==> src/rtl/serial_demux_controller.sv <==
// Step-driven controller for a serial demultiplexer: start bit, 2 port bits,
// 4 length bits, counter load, payload transfer, done; counts completed frames.
module serial_demux_controller #(
  parameter logic START_LEVEL = 1'b0,
  parameter int   FRAME_W     = 8
) (
  input  logic               clock,
  input  logic               reset,
  input  logic               clkEN,
  input  logic               SerIn,
  input  logic               abort,
  input  logic               co1,
  input  logic               co2,
  input  logic               coD,
  output logic               sh_en,
  output logic               cnt1,
  output logic               sh_enD,
  output logic               cnt2,
  output logic               ldcntD,
  output logic               cntD,
  output logic               valid,
  output logic               done,
  output logic               busy,
  output logic [2:0]         state,
  output logic [FRAME_W-1:0] frame_cnt
);

  typedef enum logic [2:0] {
    IDLE  = 3'd0,
    PORT  = 3'd1,
    DNUM  = 3'd2,
    LOAD  = 3'd3,
    TRANS = 3'd4,
    DONE  = 3'd5
  } state_t;

  localparam logic [FRAME_W-1:0] FRAME_ONE = {{(FRAME_W-1){1'b0}}, 1'b1};

  // Kept as a plain vector so unused codes 6-7 are representable and recoverable.
  logic [2:0]         state_reg;
  state_t             state_next;
  logic [FRAME_W-1:0] frame_cnt_reg;
  logic               frame_inc;

  always_ff @(posedge clock or posedge reset) begin
    if (reset) begin
      state_reg     <= IDLE;
      frame_cnt_reg <= '0;
    end else begin
      state_reg <= state_next;
      if (frame_inc)
        frame_cnt_reg <= frame_cnt_reg + FRAME_ONE;
    end
  end

  always_comb begin
    state_next = IDLE;
    frame_inc  = 1'b0;
    case (state_reg)
      IDLE: begin
        if (clkEN && !abort && (SerIn == START_LEVEL))
          state_next = PORT;
        else
          state_next = IDLE;
      end
      PORT: begin
        if (clkEN && abort)
          state_next = IDLE;
        else if (clkEN && co1)
          state_next = DNUM;
        else
          state_next = PORT;
      end
      DNUM: begin
        if (clkEN && abort)
          state_next = IDLE;
        else if (clkEN && co2)
          state_next = LOAD;
        else
          state_next = DNUM;
      end
      LOAD: begin
        if (clkEN)
          state_next = abort ? IDLE : TRANS;
        else
          state_next = LOAD;
      end
      TRANS: begin
        if (clkEN && abort)
          state_next = IDLE;
        else if (clkEN && coD)
          state_next = DONE;
        else
          state_next = TRANS;
      end
      DONE: begin
        // An abort on the closing step discards the frame instead of counting it.
        if (clkEN) begin
          state_next = IDLE;
          frame_inc  = !abort;
        end else begin
          state_next = DONE;
        end
      end
      default: state_next = IDLE;
    endcase
  end

  always_comb begin
    sh_en  = 1'b0;
    cnt1   = 1'b0;
    sh_enD = 1'b0;
    cnt2   = 1'b0;
    ldcntD = 1'b0;
    cntD   = 1'b0;
    valid  = 1'b0;
    done   = 1'b0;
    busy   = (state_reg != IDLE);
    case (state_reg)
      PORT: begin
        sh_en = 1'b1;
        cnt1  = 1'b1;
      end
      DNUM: begin
        sh_enD = 1'b1;
        cnt2   = 1'b1;
      end
      LOAD:  ldcntD = 1'b1;
      TRANS: begin
        cntD  = 1'b1;
        valid = 1'b1;
      end
      DONE:    done = 1'b1;
      default: ;
    endcase
  end

  assign state     = state_reg;
  assign frame_cnt = frame_cnt_reg;

endmodule

==> config.mk <==
export PLATFORM = sky130hd
export DESIGN_NAME = serial_demux_controller
export DESIGN_NICKNAME = d
export VERILOG_FILES = /design/src/rtl/serial_demux_controller.sv
export SDC_FILE = /design/constraint.sdc
export NUM_CORES = 1
export LEC_CHECK = 0
export CORE_MARGIN = 5
export CORE_UTILIZATION = 40
export DETAILED_ROUTE_END_ITERATION = 10
export GPL_TIMING_DRIVEN = 0
export PLACE_DENSITY = 0.87
export SLEW_MARGIN = 20
export SYNTH_ARGS = -nofsm -noshare
export SYNTH_HDL_FRONTEND = slang
export SYNTH_SLANG_ARGS = --single-unit
==> constraint.sdc <==
create_clock -name clock -period 1.4 [get_ports clock]
set_clock_uncertainty 0.05 [all_clocks]
set_input_delay 0.28 -clock clock [delete_from_list [all_inputs] [get_ports clock]]
set_output_delay 0.28 -clock clock [all_outputs]
set_load 0.1 [all_outputs]
After elaboration in Yosys (flattened, before gate mapping)
Cells that the tools add are included.

Bits of input ports: 8. Bits in registers: 11. Output and inout port bits: 20.

Add/subtract/negate cells: 1. Multiplexer cells: 18. Eq/ne operators: 5. Bitwise logic cells: 1. Reduce and logical (&&, ||, !) cells: 9.

Operator list (number): 3-bit one-hot mux with 6 select lines (1); 3-bit two-way mux (4); 1-bit two-way mux (10); 8-bit by 1-bit adder with 8-bit output, second input constant (1); 3-bit by 2-bit equality test with 1-bit output, second input constant (2); 3-bit equality test, second input constant (2); 1-bit logical AND (6); 2-bit two-way mux (3); 3-bit by 1-bit equality test with 1-bit output, second input constant (1); 3-bit zero test (1); 3-bit nonzero test (1); 1-bit zero test (1); 1-bit NOT (1).

Depth between registers and ports, before layout
Gate-level depths: netlist (run 1).

Depth in word-level cells: 5. Depth in mapped cells: 5. Mapped depth without buffers: 4.

Least setup slack after synthesis (run 1)
No wires, ideal clock.

Kind: reg-to-output. From: register state_reg[0] (netlist: state[0]). To: output port sh_en. Cell stages (with the launch flop): 4. Path slack: -3.029 ns. Arrival: 4.099 ns. Path buffers: 2. Required time: 1.070 ns. Path through: dfrtp_1 > buf_2 > nor3b_1 > buf_4.

Longest elaborated chain between the ends: 2.

Ends and longest elaborated chain: start, declared (line 40) `logic [2:0] state_reg;`; start signal, assigned (line 50) `state_reg <= state_next;`; 3-bit by 1-bit equality test with 1-bit output; 1-bit two-way mux; end, declared (line 15) `output logic sh_en,`.

Every way passes these cells.

Final worst setup path (run 1)
From: register state_reg[1] (netlist: state[1]). To: output port busy.

Longest elaborated chain between the ends: 1.

Ends and longest elaborated chain: 3-bit nonzero test (line 118) `busy = (state_reg != IDLE);`; end, declared (line 23) `output logic busy,`.

Every way passes these cells.

==> out/summary.md, run 1 <==
The flow ran to the end, but the final reports show violations. The checks that failed: negative setup slack. In this run the remaining antenna-violating nets after routing total 0. For the number of global-route vias before repair, the log shows 675. A synthesized cell averages 10.5 um2. Summing the areas of all xor and xnor instances in the mapped netlist gives 9.30% of the synthesized area.

The initial standard-cell utilization of the core is 42.8%, and the total vias in the final route is 634. In this run the critical register-to-register path is launched from state[1]. The slew of the pin with the lowest slew margin was 0.491 ns; the largest net degree at the start of global routing was 12. The tools report the routability congestion estimate as 0.766. For this run, the number of Yosys warnings is 0. Sorting the synthesized cells by area gives the leading types as sky130_fd_sc_hd__dfrtp_1 (42%), sky130_fd_sc_hd__xor2_1 (5.3%), sky130_fd_sc_hd__xnor2_1 (4.0%).

Number of antenna violations at the first check in global routing: 0. For this run, asynchronously set or reset flops after synthesis account for 100%. The combinational family with the most area after synthesis is simple AND/OR/NAND/NOR gates.

The tools report the insertion delay to the later sink of the worst-skew pair as 0.28 ns. Summing every instance area after synthesis gives 659 um2. During I/O placement, the number of pins put on the boundary was 28. Summed over all nets, the half-perimeter wirelength after detailed placement is 1230 um. In this run, flip-flops and latches consume 26.8% of the power.

For this run the aggregate overflow at the end of global routing stands at 0. The run gives 11 as the total number of clock tree sinks. The maximum fanout along the worst path is 7, and the final setup TNS is -3.77 ns.

The logs give 72 for the net count after synthesis and 81.8% for the utilization after layout. The worst setup path is of the reg -> out kind. Of the available clock period, the critical path in the final layout requires 129%. The clock transition at the register clock pins on the worst setup and hold paths after CTS is 0.07 ns. Dominant cell type by area after synthesis: sky130_fd_sc_hd__dfrtp_1. The total routed wirelength was 2020 um. The setup slack of the critical path after layout is -0.409 ns.

The number of enable flip-flop cells after synthesis works out to 0. The first global-routing pass estimated 3320 um of wire. The run gives 1.07 ns as the required time at the endpoint of the critical path. Counting flops and latches in the post-synthesis netlist gives 11.

Summing the sequential cell areas from Yosys gives 41.7% of the chip area. The number of non-filler instances in the completed layout was 120. The floorplan step set the die width to 50.6 um.

For the remaining design rule violation count, the log shows 0. Setup violations remaining at the end of the flow were counted as 14. The run gives 553 MHz as the achievable clock frequency.

The launch point of the worst path is state[1]. Dividing total power by cell area gives a power density of 1090 mW/mm2. The number of nets in the layout came out at 114. The critical path data arrival time was 1.48 ns; the part of the total power dissipated in combinational logic was 57.1%. Summing the areas of all fa, ha and maj instances in the mapped netlist gives 1.90% of the synthesized area.

The analysis attributes to net switching a power of 0.612 mW. STA classifies the critical path startpoint as a flip-flop. Fill cells in the final layout number 89. The register with the most flip-flops in the layout has 8 of them. The synthesized-area fraction occupied by and/or/nand/nor cells works out to 28.7%. TritonCTS built the clock tree. Synthesis instantiated 35 different standard cells from the library. Internal cell power: 0.758 mW. For this run, the leading register cell type out of synthesis is sky130_fd_sc_hd__dfrtp_1.

The area of the die is 0.00256 mm2, and the number of cells produced by synthesis is 63. The top cell type by area accounts for 41.7% of the synthesized area. The area growth from synthesis to layout was 91.3%. The final count of pins violating max slew is 0, and the average wire per standard cell is 16.8 um. The share of cells above drive strength 1 works out to 61.5%. Net switching is 44.6% of the power. The repair_antennas step left the layout with diodes totalling 0. The pre-CTS worst setup slack is -1.07 ns, and the floorplan die height is 50.6 um. The clock network is responsible for 16.1% of the overall power. The tool flagged a number of max-cap violations equal to 0. The final critical-path required period is 1.81 ns, and the normalized max-slew margin is 67.5%. The maximum buffer depth of the clock tree came out at 2. The floorplan step defined a core boundary enclosing 0.00154 mm2.

Setup repair after global routing could not meet its margin everywhere. Using the TritonRoute via totals, the vias-per-cell ratio works out to 5.28. Buffers placed on the I/O ports in this run total 27.

The multiplexer area fraction after synthesis was 1.71%. For the total power consumption of the routed design, the log shows 1.37 mW. The static leakage was 0.559 nW; the number of rows in the core area was 14. The number of design-rule violations left by the first detailed-router iteration was 11. The combined global-route utilization of all metal layers came out at 17.5%. The count of final hold-check violations was 0. The clock tree root driver cell was sky130_fd_sc_hd__clkbuf_4.

The compound-gate portion of the synthesized area is 7.78%. The min-delay analysis places its worst path in the category in -> async. The cell count after placement came out at 106. The number of clock buffers added by TritonCTS is 3. The run gives 0.000675 V as the worst voltage drop across the vdd grid. For the number of iterations in the first detailed-routing pass, the log shows 4. The H-tree depth came out at 1. The kind of end point of the critical path was an output port.
-- worst max-delay path: stages (launching register included) --
cell	delay [ns]
sky130_fd_sc_hd__dfrtp_4	0.49
sky130_fd_sc_hd__buf_8	0.14
sky130_fd_sc_hd__or3_4	0.40
sky130_fd_sc_hd__buf_12	0.18
-- metal layers --
layer  track usage (%)  vias up  routed length [um]  share of wire, %
met1              18.1      308                 760                38
met5                 0        -                   0                 0
met3              5.62        8                 137               6.8
li1                  -      297                   -                 -
met4              10.2        0                  69               3.4
met2              30.4       21                1050                52
-- synth_stat cells (2+ instances only) --
library cell,number
sky130_fd_sc_hd__nor3b_1,2
sky130_fd_sc_hd__buf_2,2
sky130_fd_sc_hd__nand2b_1,2
sky130_fd_sc_hd__xnor2_1,3
sky130_fd_sc_hd__nor2_1,2
sky130_fd_sc_hd__nand3b_1,2
sky130_fd_sc_hd__or3_1,2
sky130_fd_sc_hd__nand3_1,2
sky130_fd_sc_hd__inv_1,3
sky130_fd_sc_hd__buf_4,3
sky130_fd_sc_hd__nand2_1,2
sky130_fd_sc_hd__a21oi_1,2
sky130_fd_sc_hd__dfrtp_1,11
sky130_fd_sc_hd__xor2_1,4
-- area by class of cell --
class	count	area (um2)	area share [%]
timing repair buffer	37	398	31.5
clock buffer	4	26.3	2.08
inverter	4	26.3	2.08
multi-input combinational	42	387	30.7
tap	16	20.0	1.59
buffer	6	105	8.33
sequential	11	299	23.7
-- through the flow --
stage	instance area, um2	hold WS, ns
2_1_floorplan	791	0.0823
3_3_place_gp	1080	0.416
3_5_place_dp	1080	0.428
4_1_cts	1200	0.245
5_1_grt	1260	0.280
6_report	1260	0.246
-- logic make-up (layout without fill, tap and decap cells) --
| family | count (synthesis) | in the layout |
|---|---|---|
| AOI/OAI and AO/OA | 7 | 7 |
| DFF | 11 | 11 |
| adders and majority gates | 1 | 1 |
| and+or+nand+nor | 26 | 26 |
| muxes | 1 | 1 |
| xor gates and xnor gates | 7 | 7 |
| buffers and inverters | 10 | 51 |
-- final timing paths --
kind	endpoint	slack [ns]	cells after the start
max reg2reg	frame_cnt[1]	-0.17	3
max	busy	-0.41	3
min in group clock	frame_cnt[7]	0.43	1
max in group asynchronous	state[1]	0.72	2
min reg2reg	frame_cnt[7]	0.43	1
min	frame_cnt[7]	0.25	2
-- layout by cell type, fill, tap and decap left out, drive strengths merged, types with 2 or more instances in the layout --
cell type | Yosys | final
or3 | 2 | 2
nor2 | 3 | 3
buf | 6 | 36
nand2b | 2 | 2
xor2 | 4 | 4
a21oi | 2 | 2
clkbuf | 0 | 4
nand2 | 2 | 2
dfrtp | 11 | 11
nand3b | 3 | 3
xnor2 | 3 | 3
inv | 4 | 3
clkdlybuf4s50 | 0 | 7
nor3b | 3 | 3
nand3 | 2 | 2
-- power by group through the flow --
stage	sequential, mW	combinational (mW)	clock [mW]
floorplan	0.510	0.381	0
global placement	0.373	0.640	0
detailed placement	0.374	0.649	0
CTS	0.368	0.739	0.232
global route	0.372	0.806	0.249
finish	0.368	0.782	0.221
-- timing repair --
item                                    CTS  global route
endpoints found under the setup margin   22            20
buffers inserted                          6             5
hold buffers                              0             0
pin swaps                                 4             5
resized for setup                       144             6
Note: power is estimated with default switching activity, not from simulation.
==> inputs of run 2 (changes only) <==
--- a/config.mk
+++ b/config.mk
@@ -5,6 +5,7 @@
 export SDC_FILE = /design/constraint.sdc
 export NUM_CORES = 1
 export LEC_CHECK = 0
+export ABC_CLOCK_PERIOD_IN_PS = 1400
 export CORE_MARGIN = 5
 export CORE_UTILIZATION = 40
 export DETAILED_ROUTE_END_ITERATION = 10
==> results of run 2 <==
No change in the layout: final DEF, timing and power equal those of run 1.
